--- src/rtl/ecg_bitstream_packer_pkg.sv ---
`default_nettype none
// ============================================================================
// Module   : ecg_bitstream_packer_pkg
// Brief    : Shared types, default sizes and width helpers for the ECG packer
// Revision : 1.0 - initial release
// ============================================================================
package ecg_bitstream_packer_pkg;

  typedef enum logic [0:0] {
    ST_ACCUM = 1'b0,
    ST_FLUSH = 1'b1
  } state_t;

  localparam int C_MAX_CHUNK = 50;
  localparam int C_OUT_WIDTH = 32;

  function automatic int size_width(input int max_chunk);
    return $clog2(max_chunk + 1);
  endfunction

  function automatic int fill_width(input int out_width, input int max_chunk);
    return $clog2(out_width + max_chunk + 1);
  endfunction

  function automatic int bits_width(input int out_width);
    return $clog2(out_width + 1);
  endfunction

endpackage
`default_nettype wire

--- src/rtl/ecg_bitstream_packer_if.sv ---
`default_nettype none
// ============================================================================
// Module   : ecg_bitstream_packer_if
// Brief    : Chunk-in / word-out handshake bundle for the ECG bitstream packer
// Revision : 1.0 - initial release
// ============================================================================
interface ecg_bitstream_packer_if
  import ecg_bitstream_packer_pkg::*;
#(
  parameter int MAX_CHUNK = C_MAX_CHUNK,
  parameter int OUT_WIDTH = C_OUT_WIDTH
) ();

  localparam int SZW = size_width(MAX_CHUNK);
  localparam int OBW = bits_width(OUT_WIDTH);

  logic                 in_valid;
  logic                 in_ready;
  logic [MAX_CHUNK-1:0] in_data;
  logic [SZW-1:0]       in_size;
  logic                 in_last;
  logic                 out_valid;
  logic                 out_ready;
  logic [OUT_WIDTH-1:0] out_data;
  logic [OBW-1:0]       out_bits;
  logic                 out_last;

  modport slave (
    input  in_valid, in_data, in_size, in_last, out_ready,
    output in_ready, out_valid, out_data, out_bits, out_last
  );

  modport master (
    output in_valid, in_data, in_size, in_last, out_ready,
    input  in_ready, out_valid, out_data, out_bits, out_last
  );

endinterface
`default_nettype wire

--- src/rtl/ecg_bitstream_packer_aligner.sv ---
`default_nettype none
// ============================================================================
// Module   : ecg_bit_aligner
// Brief    : Places a chunk directly after the filled MSBs of the accumulator
// Revision : 1.0 - initial release
// ============================================================================
module ecg_bit_aligner
  import ecg_bitstream_packer_pkg::*;
#(
  parameter int MAX_CHUNK = C_MAX_CHUNK,
  parameter int OUT_WIDTH = C_OUT_WIDTH,
  localparam int AW  = OUT_WIDTH + MAX_CHUNK,
  localparam int SZW = size_width(MAX_CHUNK),
  localparam int FW  = fill_width(OUT_WIDTH, MAX_CHUNK)
) (
  input  wire logic [AW-1:0]        acc,
  input  wire logic [FW-1:0]        fill,
  input  wire logic [MAX_CHUNK-1:0] chunk,
  input  wire logic [SZW-1:0]       size,
  output logic      [AW-1:0]        acc_next,
  output logic      [FW-1:0]        fill_next
);

  localparam logic [FW-1:0] c_aw = FW'(AW);

  logic [FW-1:0] w_size_ext;
  logic [FW-1:0] w_shift;
  logic [AW-1:0] w_chunk_ext;
  logic [AW-1:0] w_mask;
  logic [AW-1:0] w_placed;

  assign w_size_ext  = FW'(size);
  assign w_chunk_ext = {{OUT_WIDTH{1'b0}}, chunk};
  // A zero size shifts the all-ones mask out completely, appending nothing.
  assign w_mask      = {AW{1'b1}} >> (c_aw - w_size_ext);
  assign w_shift     = c_aw - fill - w_size_ext;
  assign w_placed    = (w_chunk_ext & w_mask) << w_shift;
  assign acc_next    = acc | w_placed;
  assign fill_next   = fill + w_size_ext;

endmodule
`default_nettype wire

--- src/rtl/ecg_bitstream_packer.sv ---
`default_nettype none
// ============================================================================
// Module   : ecg_bitstream_packer
// Brief    : Packs variable-size ECG chunks into MSB-first fixed-width words
// Revision : 1.0 - initial release
// ============================================================================
module ecg_bitstream_packer
  import ecg_bitstream_packer_pkg::*;
#(
  parameter int MAX_CHUNK = C_MAX_CHUNK,
  parameter int OUT_WIDTH = C_OUT_WIDTH
) (
  input  wire logic              clk,
  input  wire logic              rst,
  ecg_bitstream_packer_if.slave  bus,
  output logic                   err_oversize,
  output logic [7:0]             drop_count,
  output logic [15:0]            word_count
);

  localparam int AW  = OUT_WIDTH + MAX_CHUNK;
  localparam int SZW = size_width(MAX_CHUNK);
  localparam int FW  = fill_width(OUT_WIDTH, MAX_CHUNK);
  localparam int OBW = bits_width(OUT_WIDTH);

  localparam logic [FW-1:0]  c_ow_fill  = FW'(OUT_WIDTH);
  localparam logic [SZW-1:0] c_max_size = SZW'(MAX_CHUNK);

  state_t          r_state, w_state_nxt;
  logic [AW-1:0]   r_acc, w_acc_nxt, w_app_acc;
  logic [FW-1:0]   r_fill, w_fill_nxt, w_app_fill;
  logic            r_err;
  logic [7:0]      r_drop;
  logic [15:0]     r_words;

  logic            w_in_ready;
  logic            w_out_valid;
  logic            w_final;
  logic            w_accept;
  logic            w_xfer;
  logic            w_oversize;

  ecg_bit_aligner #(
    .MAX_CHUNK (MAX_CHUNK),
    .OUT_WIDTH (OUT_WIDTH)
  ) u_aligner (
    .acc       (r_acc),
    .fill      (r_fill),
    .chunk     (bus.in_data),
    .size      (bus.in_size),
    .acc_next  (w_app_acc),
    .fill_next (w_app_fill)
  );

  // Ready and valid are mutually exclusive, so accept and transfer never coincide.
  assign w_in_ready  = (r_state == ST_ACCUM) && (r_fill < c_ow_fill);
  assign w_out_valid = (r_state == ST_FLUSH) || (r_fill >= c_ow_fill);
  assign w_final     = (r_state == ST_FLUSH) && (r_fill <= c_ow_fill);
  assign w_accept    = bus.in_valid && w_in_ready;
  assign w_xfer      = w_out_valid && bus.out_ready;
  assign w_oversize  = bus.in_size > c_max_size;

  assign bus.in_ready  = w_in_ready;
  assign bus.out_valid = w_out_valid;
  // Bits below fill are always zero, so the final word is padded for free.
  assign bus.out_data  = w_out_valid ? r_acc[AW-1 -: OUT_WIDTH] : '0;
  assign bus.out_last  = w_out_valid && w_final;

  always_comb begin
    bus.out_bits = '0;
    if (w_out_valid) begin
      bus.out_bits = w_final ? OBW'(r_fill) : OBW'(OUT_WIDTH);
    end
  end

  always_comb begin
    w_state_nxt = r_state;
    w_acc_nxt   = r_acc;
    w_fill_nxt  = r_fill;
    if (w_accept) begin
      if (!w_oversize) begin
        w_acc_nxt  = w_app_acc;
        w_fill_nxt = w_app_fill;
      end
      if (bus.in_last) begin
        w_state_nxt = ST_FLUSH;
      end
    end else if (w_xfer) begin
      if (w_final) begin
        w_acc_nxt   = '0;
        w_fill_nxt  = '0;
        w_state_nxt = ST_ACCUM;
      end else begin
        w_acc_nxt  = r_acc << OUT_WIDTH;
        w_fill_nxt = r_fill - c_ow_fill;
      end
    end
  end

  always_ff @(posedge clk) begin
    if (!rst) begin
      r_state <= ST_ACCUM;
      r_acc   <= '0;
      r_fill  <= '0;
      r_err   <= 1'b0;
      r_drop  <= '0;
      r_words <= '0;
    end else begin
      r_state <= w_state_nxt;
      r_acc   <= w_acc_nxt;
      r_fill  <= w_fill_nxt;
      r_err   <= w_accept && w_oversize;
      if (w_accept && w_oversize && (r_drop != 8'hFF)) begin
        r_drop <= r_drop + 8'd1;
      end
      if (w_xfer) begin
        r_words <= r_words + 16'd1;
      end
    end
  end

  assign err_oversize = r_err;
  assign drop_count   = r_drop;
  assign word_count   = r_words;

endmodule
`default_nettype wire

--- src/flat_wrapper.sv ---
// flat-port wrapper written by rule: the top's interface ports become plain ports
module ecg_bitstream_packer_flat import ecg_bitstream_packer_pkg::*;
#(
  parameter int MAX_CHUNK = C_MAX_CHUNK,
  parameter int OUT_WIDTH = C_OUT_WIDTH
)
  (clk, rst, err_oversize, drop_count, word_count, bus_in_valid, bus_in_data, bus_in_size, bus_in_last, bus_out_ready, bus_in_ready, bus_out_valid, bus_out_data, bus_out_bits, bus_out_last);
  ecg_bitstream_packer_if #(.MAX_CHUNK(MAX_CHUNK), .OUT_WIDTH(OUT_WIDTH)) bus_i ();
  input  wire logic clk;
  input  wire logic rst;
  output logic err_oversize;
  output logic [7:0] drop_count;
  output logic [15:0] word_count;
  input wire logic [$bits(bus_i.in_valid)-1:0] bus_in_valid;
  input wire logic [$bits(bus_i.in_data)-1:0] bus_in_data;
  input wire logic [$bits(bus_i.in_size)-1:0] bus_in_size;
  input wire logic [$bits(bus_i.in_last)-1:0] bus_in_last;
  input wire logic [$bits(bus_i.out_ready)-1:0] bus_out_ready;
  output wire logic [$bits(bus_i.in_ready)-1:0] bus_in_ready;
  output wire logic [$bits(bus_i.out_valid)-1:0] bus_out_valid;
  output wire logic [$bits(bus_i.out_data)-1:0] bus_out_data;
  output wire logic [$bits(bus_i.out_bits)-1:0] bus_out_bits;
  output wire logic [$bits(bus_i.out_last)-1:0] bus_out_last;
  assign bus_i.in_valid = bus_in_valid;
  assign bus_i.in_data = bus_in_data;
  assign bus_i.in_size = bus_in_size;
  assign bus_i.in_last = bus_in_last;
  assign bus_i.out_ready = bus_out_ready;
  assign bus_in_ready = bus_i.in_ready;
  assign bus_out_valid = bus_i.out_valid;
  assign bus_out_data = bus_i.out_data;
  assign bus_out_bits = bus_i.out_bits;
  assign bus_out_last = bus_i.out_last;
  ecg_bitstream_packer #(.MAX_CHUNK(MAX_CHUNK), .OUT_WIDTH(OUT_WIDTH)) u_core (.clk(clk), .rst(rst), .bus(bus_i), .err_oversize(err_oversize), .drop_count(drop_count), .word_count(word_count));
endmodule
--- config.mk ---
export PLATFORM = sky130hd
export DESIGN_NAME = ecg_bitstream_packer_flat
export DESIGN_NICKNAME = d
export VERILOG_FILES = /design/src/rtl/ecg_bitstream_packer_pkg.sv /design/src/rtl/ecg_bitstream_packer_if.sv /design/src/rtl/ecg_bitstream_packer_aligner.sv /design/src/rtl/ecg_bitstream_packer.sv /design/src/flat_wrapper.sv
export SDC_FILE = /design/constraint.sdc
export NUM_CORES = 1
export LEC_CHECK = 0
export CORE_UTILIZATION = 31
export CTS_CLUSTER_SIZE = 28
export DETAILED_ROUTE_END_ITERATION = 16
export PLACE_DENSITY_LB_ADDON = 0.15
export SYNTH_ARGS = -nofsm -noshare
export SYNTH_HDL_FRONTEND = slang
export SYNTH_SLANG_ARGS = --single-unit
--- constraint.sdc ---
create_clock -name clk -period 9.35 [get_ports clk]
set_input_delay 1.4025 -clock clk [delete_from_list [all_inputs] [get_ports clk]]
set_output_delay 1.4025 -clock clk [all_outputs]
set_load 0.1 [all_outputs]
==> results of run 1 <==
==> path summary, 6_finish.rpt <==
check | startpoint | endpoint | depth (start not counted)
worst min-delay path | u_core.r_acc[30] | u_core.r_acc[30] | 2
worst max register to register | u_core.r_fill[1] | u_core.r_acc[72] | 13
worst min register to register | u_core.r_acc[30] | u_core.r_acc[30] | 2
worst max-delay path | bus_in_size[1] | u_core.r_acc[72] | 13
==> cell usage in the layout (no fill, tap or decap), types with 37 or more instances in the layout <==
cell type        synthesis  layout
a211oi_1                37      37
a21oi_1                124     123
and2_1                  50      50
buf_4                   11      49
clkdlybuf4s50_1          0     124
dfxtp_1                115     115
inv_1                   48      47
mux2i_1                 42      42
nand2_1                143     143
nand3_1                 38      38
nor2_1                 172     172
nor3_1                  51      51
o211ai_1                40      40
o21ai_0                 79      78
==> report_power, final <==
part	leakage, nW	switching [mW]	internal (mW)
combinational	4.10	2.83	1.19
clock	0.292	0.248	0.448
sequential	0.932	0.102	0.595
total	5.32	3.18	2.24
==> final cells by class <==
type | instances | area [um2]
clock buffer | 20 | 446.7
clock inverter | 10 | 158.9
fill | 4259 | 25000
inverter | 51 | 191.4
multi-input combinational | 1411 | 9634
sequential | 115 | 2302
tap | 525 | 656.9
timing repair buffer | 175 | 1619
==> metal layers <==
layer,GRT usage (%),vias up,share of wire (%)
met3,5.676,159,9.1
met5,0,-,0
li1,-,6749,-
met2,47.72,892,43
met1,44.14,7326,44
met4,12.26,0,4.1
==> flip-flops by register name, indices dropped and copies added (netlist names) <==
name                 count
u_core.drop_count        8
u_core.r_state           1
u_core.r_fill            7
u_core.word_count       16
u_core.r_acc            82
u_core.err_oversize      1
==> cells by family (layout without fill, tap and decap cells) <==
logic type                 Yosys count  after routing  synth area share, %
adders and majority gates           27             27                2.790
xor gates and xnor gates            31             31                2.147
and+or+nand+nor                    594            594                23.34
buffers and inverters              187            256                6.174
muxes                               76             76                7.421
DFF                                115            115                18.21
AOI/OAI and AO/OA                  683            683                39.92
==> synthesized netlist by cell type, drive strengths merged, types with 17 or more instances <==
cell    count  area share [%]
a21oi     126             5.0
nand3      38             1.5
mux2       22             2.0
nand4      18            0.89
a21o       19             1.1
xor2       18             1.2
o21ai      92             3.8
ha         25             2.5
o22ai      31             1.5
o31ai      19             1.3
mux2i      42             3.3
or3        22             1.1
and3       20            0.99
buf        40             1.8
dfxtp     115              18
clkbuf     96             2.8
nor3       52             2.1
a211o      18             1.2
o21a       25             1.5
a31oi      35             1.9
nand2     144             4.3
inv        49             1.5
o211ai     40             2.4
a221oi     38             2.7
nor2      176             5.3
a221o      17             1.3
a211oi     42             2.8
and2       50             2.5
a22oi      22             1.3
==> critical path, cell delays in order <==
cell and delay, ns:
clkdlybuf4s50_1 0.45, buf_4 0.30, ha_1 0.59, buf_4 0.38
and4bb_1 0.33, o21ai_4 0.37, nand2_2 0.15, o311ai_0 0.87
nand3_1 0.30, a41oi_1 0.58, mux2i_1 0.30, mux2i_1 0.36
a311oi_1 0.14
==> per-stage QoR <==
stage	cell area, um2	hold slack (ns)	total power, mW
6_report	15010	0.4653	5.414
5_1_grt	15010	0.4845	5.627
2_1_floorplan	12650	0.4249	3.221
3_5_place_dp	14400	0.4515	4.591
3_3_place_gp	14400	0.4458	4.605
4_1_cts	15010	0.4648	5.295
==> out/results.txt, run 1 <==
Number of synthesis warnings -> 0
Pwr Density -> 360.7 nW/um2
Syn Area/Cell -> 7.382 um2
Cts bufs inserted -> 17
Fmax -> 159.9 MHz
Final Hold Fails -> 0
H-Tree Level Count -> 4
Syn Nets -> 1801
Post-route clock period utilization -> 66.90%
Clock-pin slew on the worst setup and hold paths -> 0.06 ns
Total negative setup slack -> 0 ns
Die X -> 204.0 um
Yosys reg bits -> 115
CTS-repair resized insts -> 0
Largest net degree at the start of global routing -> 53
Detail Placement HPWL -> 50.21 mm
Die Ht -> 204.0 um
Starting Density -> 31.61%
Fin nets -> 1859
First-pass GRT wire length -> 97.89 mm
CTS tree -> yes
CTS root buffer -> clkbuf_16
Post-route ant nets -> 0
Vias in the first global route -> 14.09k
Synthesized cell area -> 12650 um2
Status -> complete, no violations
Sequential share of the synthesized area -> 18.21%
GP Congestion -> 1.003
Grt ovf -> 0
Initial antenna violation count -> 0
# hold bufs at CTS -> 0
Area growth syn-to-layout -> 18.69%
Leak -> 5.323 nW
Element type at the critical path end -> flop
Post-synthesis cell type count -> 112
Setup Fix Bufs, Post-CTS -> 0
Crit path DAT -> 6.54 ns
Port Buffers -> 126
Final Max Tran Viols -> 0
Worst Path Max Fanout -> 27
Iter 0 DRT Violations -> 1859
Crit path kind -> input pin to flop
HP Class -> flop to flop
Max-capacitance violation count -> 0
Drt wl/cell -> 28.96 um
Diodes inserted -> 0
Tmin final -> 6.255 ns
CP required -> 9.64 ns
Total wire length -> 66.81 mm
Buffer levels on the longest clock path -> 2
Endpoints failing setup -> 0
Clock latency on the worst-skew pair -> 0.43 ns
Io pins -> 127
# DRC -> 0
Asr flop ratio synth -> 0%
CTS Sinks -> 115
Slew margin rel. -> 24.92%
Critical Path Start Type -> input pin
Number of synthesized flops with an enable pin -> 0
Global Route Usage Sum -> 31.58%
Die area -> 41610 um2
R2R setup slack -> 4.50 ns
# rows -> 73
Layout cells sized above 1 -> 10.94%
Vias/cell -> 6.557
Synth Instances -> 1713
Vias -> 15.13k
Final non-filler cell total -> 2307
Clk_skew -> 0.01093 ns
Worst Tran Pin Value -> 1.114 ns
Worst slack at placement -> 2.730 ns
RSZ-0062 raised after global routing -> no
Final worst setup slack -> 3.095 ns
Placed cells -> 2277
Final Core Density -> 37.52%
Most used DFF post-synth -> dfxtp_1
Drt first pass iters -> 6
Max VDD drop -> 0.1803 mV
Core Box Area -> 40010 um2
(Power assumes the default switching activity.)
==> run 2, diff against run 1 <==
==> constraint.sdc (replaced) <==
create_clock -name clk -period 6.5 [get_ports clk]
set_input_delay 0.975 -clock clk [delete_from_list [all_inputs] [get_ports clk]]
set_output_delay 0.975 -clock clk [all_outputs]
set_load 0.1 [all_outputs]
==> run 2 against run 1 <==
Effect of this change:
- first-iteration DRC count is 14% higher
- wire length is 1.6% higher
- count of clock-buffer cells in the layout increased by 3
- sequential power rose by 43%
- highest routed layer unchanged
- via count increased by 1.7%
- clock power rose by 36%
- critical path type unchanged
==> out/results.txt, run 2 (synthesis gave the netlist of run 1 again) <==
Status -> complete, no violations
Switching Fraction -> 58.63%
Cts bufs inserted -> 17
Slowest stage delay, CP -> 0.71 ns
Reg with most FFs -> u_core.r_acc
RSZ-0062 raised after global routing -> no
Die area -> 41610 um2
Max reg flops -> 82
Worst Tran Pin Value -> 1.253 ns
Global Route Usage Sum -> 32.38%
Clk_skew -> 0.01169 ns
Hold slack -> 0.4721 ns
Crit path kind -> input pin to flop
Area growth syn-to-layout -> 20.82%
Core Box Area -> 40010 um2
Worst Path Max Fanout -> 23
Hold wc startpoint -> u_core.r_acc[23]
Setup Fix Bufs, Post-CTS -> 0
Detail Placement HPWL -> 52.39 mm
Crit path cell chain -> clkdlybuf4s50_1 -> inv_1 -> ha_1 -> ha_2 -> inv_1 -> fa_2 -> xor2_4 -> buf_4 -> buf_4 -> nor2_1 -> a21boi_0 -> o31ai_1 -> mux2i_1 -> a221oi_1 -> nor3_1
GP Congestion -> 1.010
Grt ovf -> 0
# rows -> 73
Pint -> 3.291 mW
Io pins -> 127
Buffer levels on the longest clock path -> 2
Port Buffers -> 126
Total wire length -> 67.90 mm
Worst setup path startpoint -> bus_in_size[1]
Post-route clock period utilization -> 80.32%
# hold bufs at CTS -> 0
Crit path DAT -> 5.54 ns
Element type at the critical path end -> flop
Vias -> 15.38k
Clock latency on the worst-skew pair -> 0.45 ns
Reg2Reg Launch Point -> u_core.r_fill[1]
Clock-pin slew on the worst setup and hold paths -> 0.06 ns
HP Class -> flop to flop
Initial antenna violation count -> 0
Final Max Tran Viols -> 0
Worst slack at placement -> 0.9093 ns
Iter 0 DRT Violations -> 2117
PnR Total Power -> 7.955 mW
Comb pwr share -> 75.5%
Critical Path Start Type -> input pin
Seq pwr share -> 12.6%
Diodes inserted -> 0
Endpoints failing setup -> 0
Vias/cell -> 6.563
Layout cells sized above 1 -> 12.65%
H-Tree Level Count -> 4
# DRC -> 0
Fin nets -> 1893
Max VDD drop -> 0.2418 mV
CP required -> 6.82 ns
Slew margin rel. -> 15.83%
Vias in the first global route -> 14.62k
Layout fillers -> 4282
Top cell family by delay on the critical path -> buffers and inverters
First-pass GRT wire length -> 99.93 mm
Final Hold Fails -> 0
Clock Power Share -> 11.9%
Die Ht -> 204.0 um
Switching Power -> 4.664 mW
Commonest non-fill, non-tap cell in the layout -> nor2_1
Starting Density -> 31.61%
Die X -> 204.0 um
Final Core Density -> 38.19%
Drt wl/cell -> 28.98 um
Commonest non-fill, non-tap cells in the layout -> 172 x nor2_1, 143 x nand2_1, 124 x clkdlybuf4s50_1
Area of the multi-input gates -> 9634 um2
Max-capacitance violation count -> 0
CTS root buffer -> clkbuf_16
Slowest CP cell -> xor2_4
Reg area -> 2302 um2
Pwr Density -> 520.7 nW/um2
Largest net degree at the start of global routing -> 52
Leak -> 5.490 nW
Tmin final -> 5.221 ns
Worst path buffer plus inverter count -> 5
Total negative setup slack -> 0 ns
Drt first pass iters -> 6
Final worst setup slack -> 1.279 ns
Post-route ant nets -> 0
CTS-repair resized insts -> 0
Fmax -> 191.5 MHz
CTS tree -> yes
CTS Sinks -> 115
[run 2: cell types whose count changed in the layout (fill, tap and decap cells not counted), sizes merged]
cell	change
clkinv	+1
clkbuf	+3
buf	+34
bufinv	-2
[run 2: path summary, 6_finish.rpt]
| kind | endpoint | slack, ns | depth (start not counted) |
|---|---|---|---|
| min reg2reg | u_core.r_acc[23] | 0.47 | 2 |
| max | u_core.r_acc[65] | 1.28 | 15 |
| max reg2reg | u_core.r_acc[65] | 2.10 | 14 |
| min | u_core.r_acc[23] | 0.47 | 2 |
[run 2: power by group through the flow]
stage / Combinational, mW / Sequential, mW / Clock, mW
4_1_cts: 5.84 / 0.995 / 0.960
5_1_grt: 6.26 / 1.02 / 0.993
6_report: 6.01 / 1.00 / 0.950
2_1_floorplan: 3.65 / 0.988 / 0
3_3_place_gp: 5.84 / 1.01 / 0
3_5_place_dp: 5.81 / 1.01 / 0
[run 2: final cells by class]
class	count	share of cell area, %
multi-input combinational	1411	63.06
sequential	115	15.07
clock inverter	9	0.6797
clock buffer	23	3.128
inverter	51	1.253
tap	525	4.299
timing repair buffer	209	12.51
[run 2: metrics by stage]
stage                     area [um2]  cells
final                          15280   2343
after global routing           15280   2343
after CTS                      15280   2343
after detailed placement       14700   2311
after global placement         14700   2311
after floorplan                12650   1713
[run 2: layer usage]
| metal | track usage (%) | up-vias | wire length [um] |
|---|---|---|---|
| met5 | 0 | - | 0 |
| met4 | 12.55 | 0 | 2644 |
| met3 | 5.660 | 137 | 6247 |
| met2 | 49.32 | 952 | 29490 |
| met1 | 45.02 | 7471 | 29520 |
| li1 | - | 6818 | - |
[run 2: worst register-to-register path, delay by kind of cell, from the launching register on]
family	cells	cell delay, ns
AO/OA/AOI/OAI	3	1.05
multiplexers	1	0.31
adder cells (fa/ha/maj)	3	0.95
AND/OR/NAND/NOR	2	0.17
buffers and inverters	4	0.69
flip-flops	1	0.41
XOR/XNOR	1	0.71
==> run 3, diff against run 2 <==
==> constraint.sdc (replaced) <==
create_clock -name clk -period 4.9 [get_ports clk]
set_input_delay 0.735 -clock clk [delete_from_list [all_inputs] [get_ports clk]]
set_output_delay 0.735 -clock clk [all_outputs]
set_load 0.1 [all_outputs]
==> run 3 against run 2 <==
Effect of this change:
- sequential share of layout area shrank 0.85 points
- critical path depth increased by 1
- utilization is 2.3 points higher
- clock skew shrank 0.00057 ns
- non-clock buffer count up 120
- final area up 6.0%
- global-route usage up 1.8 points
- power grew 43%
- die area unchanged
- clock power rose by 42%
- sequential power rose by 33%
- worst setup slack lost 0.95 ns
- critical endpoint is now u_core.r_acc[27]
- largest power group unchanged
- highest routed layer unchanged
==> out/results.txt, run 3 (synthesis gave the netlist of run 1 again) <==
Drt first pass iters -> 6
Grt ovf -> 0
Reg area -> 2302 um2
Placed inst area -> 15570 um2
Leak -> 6.183 nW
Initial antenna violation count -> 0
Port Buffers -> 126
Max-capacitance violation count -> 0
Commonest non-fill, non-tap cell in the layout -> buf_4
Element type at the critical path end -> flop
Final Hold Fails -> 0
Worst path buffer plus inverter count -> 6
Slowest stage delay, CP -> 0.66 ns
Io pins -> 127
CTS tree -> yes
Area of the multi-input gates -> 9634 um2
Final Core Density -> 40.48%
Endpoints failing setup -> 0
Setup Fix Bufs, Post-CTS -> 0
Pwr Density -> 700.3 nW/um2
HP Class -> flop to flop
Vias in the first global route -> 14.89k
Fmax -> 218.6 MHz
Clock-pin slew on the worst setup and hold paths -> 0.06 ns
Status -> complete, no violations
RSZ-0062 raised after global routing -> no
Layout fillers -> 4219
Clock latency on the worst-skew pair -> 0.44 ns
CP required -> 5.29 ns
First-pass GRT wire length -> 104.8 mm
Largest net degree at the start of global routing -> 64
# DRC -> 0
CTS-repair resized insts -> 0
Top cell family by delay on the critical path -> buffers and inverters
Vias -> 15.92k
Commonest non-fill, non-tap cells in the layout -> 230 x buf_4, 172 x nor2_1, 143 x nand2_1
Crit path cell chain -> clkdlybuf4s50_1 -> inv_1 -> ha_1 -> ha_2 -> inv_1 -> fa_2 -> xor2_4 -> buf_12 -> buf_4 -> nor2_1 -> a32oi_1 -> o211ai_1 -> mux2_2 -> mux2i_1 -> buf_4 -> a22o_1
Die area -> 41610 um2
Total wire length -> 71.61 mm
Critical Path Start Type -> input pin
Crit path DAT -> 4.96 ns
Post-Layout Inst Area -> 16190 um2
Tmin final -> 4.575 ns
Vias/cell -> 6.465
Worst Path Max Fanout -> 21
GP Congestion -> 1.029
Area growth syn-to-layout -> 28.05%
Die X -> 204.0 um
Detail Placement HPWL -> 56.34 mm
# rows -> 73
Slew margin rel. -> 32.72%
Layout cells sized above 1 -> 20.02%
Max reg flops -> 82
Slowest CP cell -> xor2_4
Post-route ant nets -> 0
Reg with most FFs -> u_core.r_acc
CTS Sinks -> 115
Final Max Tran Viols -> 0
Starting Density -> 31.61%
Fin nets -> 2013
PnR Total Power -> 11.34 mW
# hold bufs at CTS -> 0
Total negative setup slack -> 0 ns
Crit path kind -> input pin to flop
Cts bufs inserted -> 17
Diodes inserted -> 0
Clk_skew -> 0.01111 ns
Iter 0 DRT Violations -> 1812
CTS root buffer -> clkbuf_16
Core Box Area -> 40010 um2
Die Ht -> 204.0 um
H-Tree Level Count -> 4
Post-route clock period utilization -> 93.37%
Worst Tran Pin Value -> 1.006 ns
Buffer levels on the longest clock path -> 2
Global Route Usage Sum -> 34.13%
Drt wl/cell -> 29.07 um
Max VDD drop -> 0.2709 mV
[run 3: path summary, 6_finish.rpt]
check                   start               end  slack, ns  cells past startpoint
max            bus_in_size[1]  u_core.r_acc[27]       0.32                     16
min          u_core.r_acc[30]  u_core.r_acc[30]       0.45                      2
max reg2reg  u_core.r_fill[1]  u_core.r_acc[27]       0.68                     15
min reg2reg  u_core.r_acc[30]  u_core.r_acc[30]       0.45                      2
[run 3: stage by stage]
| stage | worst slack (ns) | std cells | hold slack, ns |
|---|---|---|---|
| finish | 0.3249 | 2463 | 0.4550 |
| global placement | -0.06200 | 2431 | 0.4416 |
| floorplan | 0.4562 | 1713 | 0.4249 |
| global route | 0.1797 | 2463 | 0.4930 |
| CTS | 0.3628 | 2463 | 0.4565 |
| detailed placement | -0.09843 | 2431 | 0.4444 |
[run 3: area by class of cell]
cell class,count,area share (%)
clock buffers,20,2.882
clock inverters,12,0.9504
flip-flops and latches,115,14.22
repair buffers,329,17.22
inverters,51,1.182
multi-input cells,1411,59.50
well taps,525,4.057
[run 3: layer usage]
layer	vias to the layer above	GRT usage, %	wire (um)
li1	7065	-	-
met1	7811	47.87	31790
met2	918	52.87	31780
met3	129	5.533	5859
met4	0	10.93	2180
met5	-	0	0
[run 3: worst min-delay path: cells and delay by family, from the launching register on]
kind / cells / cell delay, ns
flip-flops: 1 / 0.32
AO/OA/AOI/OAI: 1 / 0.06
AND/OR/NAND/NOR: 1 / 0.04
[run 3: report_power, final]
group / switching (mW) / internal [mW]
Sequential: 0.198 / 1.14
Combinational: 5.72 / 2.94
Clock: 0.506 / 0.839
Total: 6.42 / 4.91
==> variant (flow settings as in run 3) <==
The output `err_oversize` loses its register stage (`r_err` becomes a continuous assignment).
--- a/src/rtl/ecg_bitstream_packer.sv
+++ b/src/rtl/ecg_bitstream_packer.sv
@@ -104,3 +104,2 @@
       r_fill  <= '0;
-      r_err   <= 1'b0;
       r_drop  <= '0;
@@ -111,3 +110,2 @@
       r_fill  <= w_fill_nxt;
-      r_err   <= w_accept && w_oversize;
       if (w_accept && w_oversize && (r_drop != 8'hFF)) begin
@@ -121,2 +119,4 @@
 
+  assign r_err = w_accept && w_oversize;
+
   assign err_oversize = r_err;
Behaviour: not the same (Yosys sat finds a counterexample within 4 cycles, from zero or initial values and one cycle with rst low).
==> variant against run 3 <==
  * Cell area increased by 3.0%
  * Sequential share of layout area down 0.54 points
  * Sequential cell count decreased by 1
  * Wire length is 4.4% higher
  * Largest cell class unchanged
  * Global-route usage up 1.4 points
  * Total power rose by 16%
  * Area after synthesis rose by 0.31%
  * Setup slack worse by 0.18 ns
  * Critical path type unchanged
==> variant: results (changes against run 3) <==
[place]
gp_congestion = 0.996  ; -3.3%
place_hpwl_um = 59000  ; +4.7%
place_area_um2 = 16100  ; +3.1%

[grt]
grt_pass1_vias = 16000  ; +7.5%
grt_max_degree = 78  ; +22%
grt_first_pass_wirelength_um = 109000  ; +4.1%
grt_use_total_pct = 35.5  ; +1.4 points

[synth]
synth-seq-area-share_pct = 18.0  ; -0.21 points
netlist-cell-type-count = 99  ; -12%
synthTopCellsByArea = dfxtp_1, a21oi_1, nor2_1
synth_commonest_cells = nor2_1, nand2_1, a21oi_1, o21ai_0, dfxtp_1
syn_area_per_cell_um2 = 6.97  ; -5.6%
synth_compound_area_share_pct = 41.3  ; +1.4 points
synth_nets = 1908  ; +5.9%
synth_xor_xnor_area_share_pct = 1.93  ; -0.21 points
yosysTopAreaCellShare_pct = 18.0  ; -0.21 points
synth_adder_area_share_pct = 2.78  ; -0.0085 points
synthMuxAreaShare_pct = 4.71  ; -2.7 points

[hold_path]
hp-start = u_core.r_acc[17]

[final_layout]
final-instance-count-excl-fill = 2612  ; +6.0%
filler_cell_count = 4210  ; -0.21%
drive_gt1_share_pct = 18.5  ; -1.6 points
final_nets = 2162  ; +7.4%

[route]
dr_total_vias = 16900  ; +6.1%
wl_per_cell_um = 28.6  ; -1.6%
first_pass_iters = 7  ; +1
drtIter0Drc = 2173  ; +20%

[setup_path]
startpoint = bus_in_size[0]
crit_family = compound AO/OA/AOI/OAI gates
slowest_stage = a2111oi_0
cpPeakStageDelay_ns = 0.82  ; +0.16 ns
crit_fanout = 23  ; +9.5%

[sta]
finClkSkew_ns = 0.0157  ; +0.00459 ns
worst_slew_pin_slew_ns = 1.10  ; +0.0975 ns

[power_and_ir_drop]
ir_worst_vdd_v = 0.000327  ; +21%
p_leak_nw = 6.41  ; +3.7%

[status]
status = complete, no violations

[clock_tree]
root_buffer = clkbuf_16
numCtsBuffers = 17  ; unchanged
post_cts_buffers = 0  ; unchanged
cts_resized = 0  ; unchanged

[die]
initial_core_util_pct = 31.7  ; +0.097 points

-- variant: logic make-up after synthesis --
logic type,count (synthesis)
AOI/OAI and AO/OA,748
and+or+nand+nor,674
buffers and inverters,189
DFF,114
muxes,40
xor gates and xnor gates,28
adders and majority gates,27
-- variant: layout make-up --
cell class	instances	area share, %
Antenna cell	1	0.0150
Clock buffer	21	2.76
Clock inverter	10	0.945
Inverter	46	1.03
Multi-Input combinational cell	1517	58.2
Sequential cell	114	13.7
Tap cell	525	3.94
Timing Repair Buffer	378	19.5
-- variant: worst min-delay path: cells and delay by family, from the launching register on --
family	cells	cell delay [ns]
AO/OA/AOI/OAI	1	0.04
flip-flops	1	0.32
AND/OR/NAND/NOR	1	0.07
-- variant: worst paths after layout --
path / depth (start not counted) / to / slack, ns
max: 15 / u_core.r_acc[32] / 0.15
max reg2reg: 15 / u_core.r_acc[32] / 0.52
min: 2 / u_core.r_acc[17] / 0.47
min reg2reg: 2 / u_core.r_acc[17] / 0.47
-- variant: through the flow --
| stage | TNS [ns] | worst slack [ns] | util, % |
|---|---|---|---|
| after global routing | 0 | 0.100 | 41.7 |
| after floorplan | 0 | 0.581 | - |
| final | 0 | 0.146 | 41.7 |
| after CTS | 0 | 0.218 | 41.7 |
| after detailed placement | -0.405 | -0.236 | 40.2 |
| after global placement | -0.428 | -0.237 | 40.2 |
-- variant: metal layers --
metal  routed length [um]  global-route usage (%)
met5                    0                       0
met3                 6890                    6.19
met4                 2250                    11.0
met2                33000                    55.6
met1                32600                    49.1
-- variant: power breakdown --
| group | switching (mW) | total (mW) | internal (mW) | leakage (nW) |
|---|---|---|---|---|
| Clock | 0.474 | 1.35 | 0.871 | 0.307 |
| Sequential | 0.197 | 1.34 | 1.14 | 0.924 |
| Combinational | 6.91 | 10.5 | 3.55 | 5.18 |
